<file path="config.mk">
export PLATFORM = sky130hd
export DESIGN_NAME = booth2_pp_encoder
export DESIGN_NICKNAME = d
export VERILOG_FILES = /design/src/rtl/booth_pkg.sv /design/src/rtl/booth2_pp_encoder.sv
export SDC_FILE = /design/constraint.sdc
export NUM_CORES = 1
export LEC_CHECK = 0
export ABC_CLOCK_PERIOD_IN_PS = 6300
export CAP_MARGIN = 10
export CORE_MARGIN = 4
export CORE_UTILIZATION = 49
export CTS_CLUSTER_DIAMETER = 80
export CTS_CLUSTER_SIZE = 10
export DETAILED_ROUTE_END_ITERATION = 16
export PLACE_DENSITY_LB_ADDON = 0.12
export SLEW_MARGIN = 10
export SYNTH_ARGS = -nofsm -noshare
export SYNTH_HDL_FRONTEND = slang
export SYNTH_SLANG_ARGS = --single-unit
export TNS_END_PERCENT = 10
</file>
<file path="constraint.sdc">
create_clock -name clk -period 6.3 [get_ports clk]
set_input_delay 0.945 -clock clk [delete_from_list [all_inputs] [get_ports clk]]
set_output_delay 0.945 -clock clk [all_outputs]
set_load 0.005 [all_outputs]
</file>
<file path="src/rtl/booth_pkg.sv">
`default_nettype none
// ============================================================================
// booth_pkg: radix-4 Booth code constants, encoder FSM state, negation helper
// Rev 1.0
// ============================================================================
package booth_pkg;

  // Widest operand neg_ext supports; callers keep WIDTH <= BOOTH_MAX_W-2.
  localparam int BOOTH_MAX_W = 64;

  localparam logic [2:0] BOOTH_ZERO_P = 3'b000;
  localparam logic [2:0] BOOTH_P1_A   = 3'b001;
  localparam logic [2:0] BOOTH_P1_B   = 3'b010;
  localparam logic [2:0] BOOTH_P2     = 3'b011;
  localparam logic [2:0] BOOTH_M2     = 3'b100;
  localparam logic [2:0] BOOTH_M1_A   = 3'b101;
  localparam logic [2:0] BOOTH_M1_B   = 3'b110;
  localparam logic [2:0] BOOTH_ZERO_N = 3'b111;

  typedef enum logic [0:0] {
    ST_IDLE = 1'b0,
    ST_EMIT = 1'b1
  } booth_state_e;

  // Two's-complement negation of an already sign-extended operand; the caller
  // keeps the low WIDTH+1 bits, which is the result modulo 2^(WIDTH+1).
  function automatic logic [BOOTH_MAX_W:0] neg_ext(input logic [BOOTH_MAX_W:0] a_ext);
    return (~a_ext) + {{BOOTH_MAX_W{1'b0}}, 1'b1};
  endfunction

endpackage : booth_pkg
`default_nettype wire

</file>
<file path="src/rtl/booth2_pp_encoder.sv">
`default_nettype none
// ============================================================================
// booth2_pp_encoder: streams one {Booth code, A, -A} beat per partial product
// Rev 1.0
// ============================================================================
module booth2_pp_encoder
  import booth_pkg::*;
#(
  parameter int WIDTH = 16
) (
  input  logic                     clk,
  input  logic                     rst,
  input  logic                     in_valid,
  output logic                     in_ready,
  input  logic [WIDTH-1:0]         A,
  input  logic [WIDTH-1:0]         B,
  output logic                     out_valid,
  input  logic                     out_ready,
  output logic [2:0]               code,
  output logic [WIDTH-1:0]         A_out,
  output logic [WIDTH:0]           inversed_A,
  output logic [$clog2(WIDTH/2)-1:0] pp_idx,
  output logic                     pp_last
);

  localparam int NPP   = WIDTH / 2;
  localparam int IDX_W = $clog2(NPP);
  localparam logic [IDX_W-1:0] LAST_IDX = IDX_W'(NPP - 1);

  booth_state_e          state_q, state_d;
  logic [WIDTH:0]        sr_q, sr_d;
  logic [WIDTH-1:0]      a_q, a_d;
  logic [WIDTH:0]        inv_q, inv_d;
  logic [IDX_W-1:0]      idx_q, idx_d;
  logic                  out_valid_q, out_valid_d;

  logic [BOOTH_MAX_W:0]            a_sext;
  logic [BOOTH_MAX_W:0]            neg_full;
  logic [BOOTH_MAX_W-WIDTH-1:0]    neg_unused;

  assign a_sext     = {{(BOOTH_MAX_W + 1 - WIDTH){A[WIDTH-1]}}, A};
  assign neg_full   = neg_ext(a_sext);
  assign neg_unused = neg_full[BOOTH_MAX_W:WIDTH+1];

  always_comb begin
    state_d     = state_q;
    sr_d        = sr_q;
    a_d         = a_q;
    inv_d       = inv_q;
    idx_d       = idx_q;
    out_valid_d = out_valid_q;
    unique case (state_q)
      ST_IDLE: begin
        if (in_valid) begin
          a_d         = A;
          inv_d       = neg_full[WIDTH:0];
          sr_d        = {B, 1'b0};
          idx_d       = '0;
          out_valid_d = 1'b1;
          state_d     = ST_EMIT;
        end
      end
      ST_EMIT: begin
        if (out_ready) begin
          if (idx_q == LAST_IDX) begin
            out_valid_d = 1'b0;
            state_d     = ST_IDLE;
          end else begin
            // Arithmetic shift keeps the multiplier sign feeding the top group.
            sr_d  = {{2{sr_q[WIDTH]}}, sr_q[WIDTH:2]};
            idx_d = idx_q + IDX_W'(1);
          end
        end
      end
      default: state_d = ST_IDLE;
    endcase
  end

  always_ff @(posedge clk) begin
    if (rst) begin
      state_q     <= ST_IDLE;
      sr_q        <= '0;
      a_q         <= '0;
      inv_q       <= '0;
      idx_q       <= '0;
      out_valid_q <= 1'b0;
    end else begin
      state_q     <= state_d;
      sr_q        <= sr_d;
      a_q         <= a_d;
      inv_q       <= inv_d;
      idx_q       <= idx_d;
      out_valid_q <= out_valid_d;
    end
  end

  assign in_ready   = (state_q == ST_IDLE);
  assign out_valid  = out_valid_q;
  assign code       = sr_q[2:0];
  assign A_out      = a_q;
  assign inversed_A = inv_q;
  assign pp_idx     = idx_q;
  assign pp_last    = out_valid_q && (idx_q == LAST_IDX);

endmodule : booth2_pp_encoder
`default_nettype wire

</file>
# After elaboration in Yosys (flattened, before gate mapping)
# Cells that the tools add are included.
totals:
  ff_bits: 55
  elab_cells: 37
classes:
  muxes: 16
  eq_ne: 5
  reduce_logical: 5
  n_addsub: 2
  n_bitwise: 2
ops:
  columns: ["operator", "n"]
  rows:
  - ["$pmux 17 s2", 1]
  - ["$mux 16", 2]
  - ["$add 17x1->17 const B", 1]
  - ["$mux 17", 1]
  - ["$not 17->17", 1]
  - ["$mux 3", 3]
  - ["$mux 1", 6]
  - ["$ne 2x2->1 const B", 3]
  - ["$pmux 3 s2", 1]
  - ["$reduce_and 3->1", 2]
  - ["$pmux 1 s2", 2]
  - ["$reduce_and 2->1", 2]
  - ["$add 3x1->3 const B", 1]
  - ["$eq 3x3->1 const B", 1]
  - ["$ne 2x1->1 const B", 1]
  - ["$logic_and 1x1->1", 1]
  - ["$not 1->1", 1]

# Logic depth before layout (Yosys ltp)
# Gate-level depths: netlist (run 1).
logic_depth:
  depth_word: 4
  ltp_mapped: 7

# Worst setup path after synthesis (run 1)
# No wires, ideal clock.
synth_path:
  kind: "input to register"
  startpoint: "input port A[0]"
  endpoint: "register inv_q[15] (netlist: inversed_A[15])"
  n_path_buf: 1
  path_slack_ns: 3.649
  arrival_ns: 2.564
  stages: 5
  setup_time_ns: 0.087
  cell_sequence: "or4_1 buf_2 or4_4 o31a_1 o31ai_1"
synth_via:
  elab_chain_cells: 2
synth_lines:
  columns: ["item", "line_no", "rtl"]
  rows:
  - ["start: declaration", "booth2_pp_encoder.sv:15", "input logic [WIDTH-1:0] A,"]
  - ["$not 17->17", "booth_pkg.sv:28", "return (~a_ext) + {{BOOTH_MAX_W{1'b0}}, 1'b1};"]
  - ["$add 17x1->17", "booth_pkg.sv:28", null]
  - ["end signal: assignment", "booth2_pp_encoder.sv:91", "inv_q <= inv_d;"]
  - ["end: declaration", "booth2_pp_encoder.sv:33", "logic [WIDTH:0] inv_q, inv_d;"]
# No other way between the ends.
# A chain may end at the register's enable or synchronous reset.

# Final worst setup path (run 1)
layout_path:
  startpoint: "input port A[2]"
  endpoint: "register inv_q[15] (netlist: inversed_A[15])"
# Same word-level chain as after synthesis.

==> results of run 1 <==
## power breakdown
group	switching, mW	internal, mW	total (mW)
registers	0.0120	0.365	0.377
clock network	0.0978	0.0768	0.175
logic	0.0593	0.0703	0.130
## cell families after synthesis
| group | share of synthesized area [%] |
|---|---|
| multiplexers | 6.84 |
| flip-flops | 45.8 |
| XOR/XNOR | 2.23 |
| adder cells (fa/ha/maj) | 1.59 |
| AO/OA/AOI/OAI | 15.8 |
| buffers and inverters | 5.68 |
| AND/OR/NAND/NOR | 22.1 |
## worst max-delay path, cell delays in order
cell,delay [ns]
clkdlybuf4s50_1,0.49
or4_1,0.65
or4_4,0.58
o31a_1,0.30
o31ai_1,0.20
## synth_stat cells (all sizes together)
cell and n:
or3 1, o31a 2, nand3 10, inv 5, dfxtp 54, nand4b 1, ha 3, xor2 4
or2 2, nor4 5, or4b 1, nor2 22, o21ai 5, o31ai 7, a311oi 1, nand3b 5
mux2i 15, nor3 1, buf 9, mux2 1, a21o 1, or4 7, nor2b 1, nand2 52
clkbuf 17, nand2b 2, xnor2 2, and2 1, a211oi 16, a21oi 28
## routing by layer
layer	routed length, um	track usage, %	share of wire [%]
met1	2470	22.0	45
met2	2550	31.2	46
met3	443	6.71	8.1
met4	27	3.20	0.49
met5	0	0	0
## state kept, by name (all words and copies together) (netlist names)
register / count
inversed_A: 16
A_out: 16
pp_idx: 3
sr_q: 17
out_valid: 1
state_q: 1
## placed cells by master (no fill, tap or decap), types with 2 or more instances in the layout
cell type        synthesis  final
dfxtp_1                 54     54
buf_4                    4      3
ha_1                     3      3
nand2_1                 52     52
nand3b_1                 5      5
clkbuf_1                17      2
xor2_1                   4      4
o21ai_0                  5      5
nor4_1                   5      5
o31ai_1                  7      7
xnor2_1                  2      2
or4_1                    6      6
or2_2                    2      2
mux2i_1                 15     15
nor2_1                  22     22
inv_1                    5      5
nand3_1                 10     10
nand2b_1                 2      2
clkdlybuf4s50_1          0     76
clkbuf_8                 0      5
a21oi_1                 28     28
a211oi_1                16     16
o31a_1                   2      2
## through the flow
| step | instances | worst slack, ns |
|---|---|---|
| 4_1_cts | 394 | 3.32 |
| 3_5_place_dp | 387 | 3.01 |
| 3_3_place_gp | 387 | 3.09 |
| 6_report | 394 | 3.31 |
| 2_1_floorplan | 281 | 3.65 |
| 5_1_grt | 394 | 3.26 |
## worst max path at each step
stage | cells past startpoint | endpoint | start
after floorplan | 5 | inversed_A[15] | A[0]
after global placement | 5 | inversed_A[15] | A[2]
after detailed placement | 5 | inversed_A[15] | A[0]
after CTS | 5 | inversed_A[15] | A[2]
after global routing | 5 | inversed_A[15] | A[2]
final | 5 | inversed_A[15] | A[2]
## area by class of cell
cell class              count  area [um2]  area share [%]
repair buffers             80         788            24.8
flip-flops and latches     54        1080            34.0
multi-input cells         196        1150            36.1
inverters                   5        18.8           0.591
clock buffers               7        76.3            2.40
well taps                  52        65.1            2.05
==> impl_metrics.json, run 1 <==
{
  "status": "finished, final reports clean",
  "worst-r2r-cell-count": 6,
  "fin_skew_ns": 0.00384,
  "critPathRequiredTime_ns": 6.50,
  "clock_latency_ns": 0.29,
  "crit_path_max_fanout": 8,
  "hp-class": "reg -> reg",
  "setup_viol": 0,
  "r2r_end": "pp_idx[0]",
  "end_kind": "register",
  "gr-total-overflow": 0,
  "synth_area_um2": 2360,
  "cts_hold_buf": 0,
  "drt_wl_total_mm": 5.49,
  "dieArea_um2": 5990,
  "die_h_um": 77.4,
  "drive_gt1_share_pct": 4.39,
  "hold_depth": 2,
  "avgSynthCellArea_um2": 8.39,
  "clock-sinks": 54,
  "hold_start": "inversed_A[10]",
  "final-hold-violation-count": 0,
  "dr.pass1.iters": 4,
  "grt_util_all_layers_pct": 18.1,
  "worstHoldEndpoint": "inversed_A[10]",
  "cts_tree": "built",
  "grt_pass1_vias": 2023,
  "total_power_mw": 0.681,
  "yosysWarnings": 0,
  "dp_hpwl_mm": 3.88,
  "num_rows": 24,
  "synth.top_cells.by_area": "dfxtp_1, nand2_1, mux2i_1, a21oi_1, a211oi_1",
  "fillers": 376,
  "report.final.slew_viol_count": 0,
  "io_buffers": 77,
  "timing.rr.start": "pp_idx[0]",
  "grt_max_degree": 54,
  "fmax_mhz": 335,
  "worst_pin_slew_ns": 0.955,
  "io_pins": 78,
  "utilization_pct": 70.5,
  "p_leak_nw": 1.17,
  "nets": 381,
  "cts-resized-gates": 0,
  "start_util_pct": 52.4,
  "antenna_left": 0,
  "syn_to_final_growth_pct": 34.6,
  "final_area_um2": 3180,
  "post_cts_buffers": 0,
  "rsz0062_at_grt": "false",
  "placed_area_um2": 3100,
  "core_um2": 4500,
  "critPathKind": "in -> reg",
  "fin_tns_setup_ns": 0,
  "period_share_pct": 47.4,
  "grt_pass1_wl_mm": 9.04,
  "yosys.area.top_type": "dfxtp_1",
  "antenna_found_initial": 0,
  "vdd_drop_max_uv": 151,
  "drc": 0,
  "clk_pin_slew_ns": 0.08,
  "vias": 2143,
  "gp_congestion": 0.757,
  "reg2reg_slack_ns": 4.06,
  "postSynthCellCount": 281,
  "cts.htree.levels": 2,
  "die_w_um": 77.4,
  "hold_ws_ns": 0.453,
  "yosysSeqAreaShare_pct": 45.8,
  "ys_ff_latch": 54,
  "cts-root-buf": "clkbuf_8",
  "viasPerCell": 5.44,
  "antenna_cells": 0,
  "pwr_density_cell_nw_per_um2": 214,
  "drv_cap": 0,
  "final.min_clock_period_ns": 2.99,
  "clk_path_buf_depth": 2,
  "start_kind": "input pin",
  "ys_types": 33,
  "crit_arrival_ns": 3.19,
  "postSynthNetCount": 320,
  "slew_headroom_pct": 36.3,
  "synth_top_area_share_pct": 45.8,
  "cts_made_buffers": 5,
  "first_iter_violations": 84,
  "wl_per_cell_um": 13.9
}
(Power assumes the default switching activity.)
==> run 2: changes to the inputs <==
--- a/config.mk
+++ b/config.mk
@@ -5,10 +5,10 @@
 export SDC_FILE = /design/constraint.sdc
 export NUM_CORES = 1
 export LEC_CHECK = 0
-export ABC_CLOCK_PERIOD_IN_PS = 6300
+export ABC_CLOCK_PERIOD_IN_PS = 2900
 export CAP_MARGIN = 10
 export CORE_MARGIN = 4
-export CORE_UTILIZATION = 49
+export CORE_UTILIZATION = 45
 export CTS_CLUSTER_DIAMETER = 80
 export CTS_CLUSTER_SIZE = 10
 export DETAILED_ROUTE_END_ITERATION = 16
==> constraint.sdc (replaced) <==
create_clock -name clk -period 2.9 [get_ports clk]
set_input_delay 0.435 -clock clk [delete_from_list [all_inputs] [get_ports clk]]
set_output_delay 0.435 -clock clk [all_outputs]
set_load 0.005 [all_outputs]
==> run 2 against run 1 <==
Against the previous run:
- global-route usage increased by 0.19 points
- non-clock buffer count increased by 5
- sequential share of layout area decreased by 0.82 points
- hold slack improved by 0.0014 ns
- clock power increased by 140%
- cell count increased by 6.1%
- clock skew increased by 0.0058 ns
==> impl_metrics.json, run 2 (synthesized netlist as in run 1, its figures left out) <==
{
  "status": "finished, final reports clean",
  "antenna_found_initial": 0,
  "worst-r2r-cell-count": 7,
  "slew_headroom_pct": 36.5,
  "fin_skew_ns": 0.00965,
  "crit_path_max_fanout": 7,
  "drive_gt1_share_pct": 6.61,
  "io_pins": 78,
  "antenna_left": 0,
  "slowest_stage": "or4b_2",
  "grt_max_degree": 54,
  "report.final.slew_viol_count": 0,
  "vias": 2134,
  "fillers": 456,
  "largest_reg_flops": 17,
  "period_share_pct": 82.0,
  "critPathKind": "in -> reg",
  "final-hold-violation-count": 0,
  "timing.rr.start": "pp_idx[0]",
  "critPathRequiredTime_ns": 3.10,
  "final.min_clock_period_ns": 2.38,
  "syn_to_final_growth_pct": 38.0,
  "regMostFlops": "sr_q",
  "setup_ws_ns": 0.521,
  "hp-class": "reg -> reg",
  "worst_pin_slew_ns": 0.953,
  "clock_latency_ns": 0.30,
  "dieArea_um2": 6460,
  "total_power_mw": 1.53,
  "drc": 0,
  "end_kind": "register",
  "dp_slack_ns": 0.219,
  "post_cts_buffers": 0,
  "core_um2": 5110,
  "cts_made_buffers": 5,
  "reg2reg_slack_ns": 1.01,
  "clk_pin_slew_ns": 0.09,
  "die_w_um": 80.4,
  "r2r_end": "sr_q[3]",
  "multi_input_area_um2": 1150,
  "setup_viol": 0,
  "nets": 386,
  "cts_tree": "built",
  "grt_pass1_wl_mm": 9.28,
  "grt_pass1_vias": 2036,
  "crit_path_max_incr_delay_ns": 0.71,
  "gp_congestion": 0.734,
  "drt_wl_total_mm": 5.67,
  "p_leak_nw": 1.20,
  "endpoint": "inversed_A[16]",
  "fmax_mhz": 420,
  "crit_arrival_ns": 2.58,
  "antenna_cells": 0,
  "drv_cap": 0,
  "dr.pass1.iters": 4,
  "start_kind": "input pin",
  "cts.htree.levels": 2,
  "gr-total-overflow": 0,
  "wl_per_cell_um": 13.6,
  "cts-resized-gates": 0,
  "clock-sinks": 54,
  "cts-root-buf": "clkbuf_8",
  "first_iter_violations": 161,
  "vdd_drop_max_uv": 278,
  "clk_path_buf_depth": 2,
  "fin_tns_setup_ns": 0,
  "start_util_pct": 46.2,
  "crit_start": "A[0]",
  "pwr_density_cell_nw_per_um2": 470,
  "viasPerCell": 5.11,
  "rsz0062_at_grt": "false",
  "seq_area_um2": 1080,
  "grt_util_all_layers_pct": 18.3,
  "final_cell_mix": "clkdlybuf4s50_1, dfxtp_1, nand2_1, a21oi_1, nor2_1",
  "die_h_um": 80.4,
  "dp_hpwl_mm": 4.02,
  "io_buffers": 77,
  "cts_hold_buf": 0,
  "final_common_cell": "clkdlybuf4s50_1",
  "crit_chain": "clkdlybuf4s50_1, inv_1, ha_1, or4b_2, nor4_1, a211oi_1, a21o_1",
  "num_rows": 26
}
==> run 2: changes by cell type in the layout (fill, tap and decap cells not counted), sizes merged <==
cell      change
buf           +5
clkbuf        -1
clkinv        +1
clkinvlp      +1
==> run 2: area by class of cell <==
type / count / area share, %
sequential: 54 / 33.2
tap: 70 / 2.69
timing repair buffer: 85 / 25.4
inverter: 5 / 0.577
multi-input combinational: 196 / 35.2
clock inverter: 2 / 0.384
clock buffer: 6 / 2.54
==> run 2: worst min path at each step <==
stage / from / end / slack, ns / cells after the start
floorplan: sr_q[2] / sr_q[0] / 0.45 / 2
global placement: A_out[6] / A_out[6] / 0.44 / 2
detailed placement: inversed_A[7] / inversed_A[7] / 0.45 / 2
CTS: inversed_A[7] / inversed_A[7] / 0.46 / 2
global route: A_out[8] / A_out[8] / 0.48 / 2
finish: inversed_A[7] / inversed_A[7] / 0.45 / 2
==> run 2: through the flow <==
step / utilization [%] / hold slack [ns] / cells / cell area [um2]
finish: 63.7 / 0.455 / 418 / 3250
global route: 63.7 / 0.481 / 418 / 3250
CTS: 63.7 / 0.460 / 418 / 3250
detailed placement: 61.9 / 0.446 / 410 / 3160
global placement: 61.9 / 0.442 / 410 / 3160
floorplan: - / 0.446 / 281 / 2360
==> run 2: worst max-delay path, delay by kind of cell <==
family	cells	cell delay, ns
AO/OA/AOI/OAI	2	0.30
AND/OR/NAND/NOR	2	1.09
buffers and inverters	2	0.56
adder cells (fa/ha/maj)	1	0.19
==> run 2: power breakdown <==
part,internal [mW],switching (mW),total (mW)
Combinational,0.157,0.126,0.283
Clock,0.192,0.233,0.425
Sequential,0.792,0.0298,0.822
Total,1.14,0.389,1.53
==> run 2: per-layer routing <==
metal	vias to the layer above	GRT usage, %	part of all wire, %
met4	0	4.22	0.44
li1	1101	-	-
met3	2	4.93	4.1
met2	56	30.6	47
met5	-	0	0
met1	975	23.5	48
==> run 3: changes to the inputs <==
--- a/config.mk
+++ b/config.mk
@@ -5,7 +5,7 @@
 export SDC_FILE = /design/constraint.sdc
 export NUM_CORES = 1
 export LEC_CHECK = 0
-export ABC_CLOCK_PERIOD_IN_PS = 2900
+export ABC_CLOCK_PERIOD_IN_PS = 2470
 export CAP_MARGIN = 10
 export CORE_MARGIN = 4
 export CORE_UTILIZATION = 45
==> constraint.sdc (replaced) <==
create_clock -name clk -period 2.47 [get_ports clk]
set_input_delay 0.3705 -clock clk [delete_from_list [all_inputs] [get_ports clk]]
set_output_delay 0.3705 -clock clk [all_outputs]
set_load 0.005 [all_outputs]
==> run 3 against run 2 <==
Against the previous run:
- total power rose by 22%
- critical path depth down 2
- global-route usage rose by 0.62 points
- sequential power increased by 17%
- clock skew is 0.0016 ns lower
- via count increased by 3.2%
- flip-flop and latch count is the same
- setup slack worse by 0.29 ns
- utilization is 1.9 points higher
==> impl_metrics.json, run 3 (synthesized netlist as in run 1, its figures left out) <==
{
  "status": "finished, final reports clean",
  "start_util_pct": 46.2,
  "period_share_pct": 90.6,
  "worst-r2r-cell-count": 7,
  "drv_cap": 0,
  "clk_path_buf_depth": 2,
  "post_cts_buffers": 0,
  "reg2reg_slack_ns": 0.63,
  "io_pins": 78,
  "pwr_density_cell_nw_per_um2": 557,
  "die_w_um": 80.4,
  "dieArea_um2": 6460,
  "cts_hold_buf": 0,
  "vias": 2203,
  "setup_viol": 0,
  "report.final.slew_viol_count": 0,
  "regMostFlops": "sr_q",
  "crit_start": "A[1]",
  "cts-root-buf": "clkbuf_8",
  "antenna_left": 0,
  "final-hold-violation-count": 0,
  "rsz0062_at_grt": "false",
  "largest_reg_flops": 17,
  "placed_area_um2": 3240,
  "viasPerCell": 5.14,
  "syn_to_final_growth_pct": 42.1,
  "clock-sinks": 54,
  "worst_pin_slew_ns": 0.631,
  "vdd_drop_max_uv": 314,
  "end_kind": "register",
  "hold_start": "inversed_A[9]",
  "antenna_found_initial": 0,
  "clk_pin_slew_ns": 0.09,
  "wl_per_cell_um": 13.7,
  "io_buffers": 77,
  "endpoint": "inversed_A[15]",
  "r2r_end": "sr_q[7]",
  "drc": 0,
  "p_leak_nw": 1.27,
  "slew_headroom_pct": 57.9,
  "drt_wl_total_mm": 5.87,
  "die_h_um": 80.4,
  "first_iter_violations": 107,
  "fin_skew_ns": 0.00808,
  "gp_congestion": 0.777,
  "crit_path_max_fanout": 4,
  "critPathKind": "in -> reg",
  "fillers": 450,
  "cts-resized-gates": 0,
  "crit_arrival_ns": 2.46,
  "cts_tree": "built",
  "antenna_cells": 0,
  "grt_pass1_wl_mm": 9.74,
  "num_rows": 26,
  "total_power_mw": 1.87,
  "cts.htree.levels": 2,
  "start_kind": "input pin",
  "dp_hpwl_mm": 4.28,
  "final_common_cell": "clkdlybuf4s50_1",
  "drive_gt1_share_pct": 9.47,
  "hp-class": "reg -> reg",
  "gr-total-overflow": 0,
  "core_um2": 5110,
  "hold_ws_ns": 0.455,
  "timing.rr.start": "pp_idx[0]",
  "grt_pass1_vias": 2153,
  "dr.pass1.iters": 4,
  "final.min_clock_period_ns": 2.24,
  "critPathRequiredTime_ns": 2.69,
  "cts_made_buffers": 5,
  "clock_latency_ns": 0.30,
  "nets": 397,
  "final_cell_mix": "clkdlybuf4s50_1, dfxtp_1, nand2_1, a21oi_1, nor2_1",
  "final_area_um2": 3350,
  "grt_max_degree": 36,
  "fmax_mhz": 447,
  "grt_util_all_layers_pct": 19.0
}
==> run 3: per-layer routing <==
layer  vias up  global-route usage (%)  part of all wire (%)
li1       1131                       -                     -
met1      1018                    23.6                    45
met2        50                    32.5                    49
met3         4                    5.04                   5.1
met4         0                    4.56                  0.65
met5         -                       0                     0
==> run 3: cell type report <==
type / count / area (um2) / area share [%]
Tap cell: 70 / 87.6 / 2.61
Timing Repair Buffer: 96 / 908 / 27.1
Multi-Input combinational cell: 196 / 1150 / 34.2
Sequential cell: 54 / 1080 / 32.3
Clock buffer: 8 / 110 / 3.28
Inverter: 5 / 18.8 / 0.560
==> run 3: report_power, final <==
part | leakage (nW) | internal, mW | total [mW] | switching [mW]
registers | 0.445 | 0.930 | 0.963 | 0.0330
logic | 0.767 | 0.193 | 0.348 | 0.155
clock network | 0.0575 | 0.283 | 0.555 | 0.272
total | 1.27 | 1.41 | 1.87 | 0.460
==> run 3: worst min-delay path by stage <==
stage / end / depth (start not counted)
after CTS: inversed_A[9] / 2
after global routing: inversed_A[4] / 2
after detailed placement: inversed_A[9] / 2
final: inversed_A[9] / 2
after global placement: inversed_A[9] / 2
after floorplan: sr_q[0] / 2
==> run 3: critical path, stage by stage <==
cell and delay, ns:
clkdlybuf4s50_1 0.47, or4_1 0.58, or4_4 0.58, o31a_1 0.29, o31ai_1 0.17
==> run 3: stage by stage <==
step	setup TNS (ns)	worst slack (ns)	utilization, %	instances
final	0	0.232	65.6	429
after floorplan	0	0.394	-	281
after global routing	0	0.140	65.6	429
after global placement	-0.0937	-0.0517	63.5	421
after CTS	0	0.232	65.6	429
after detailed placement	-0.309	-0.0960	63.5	421
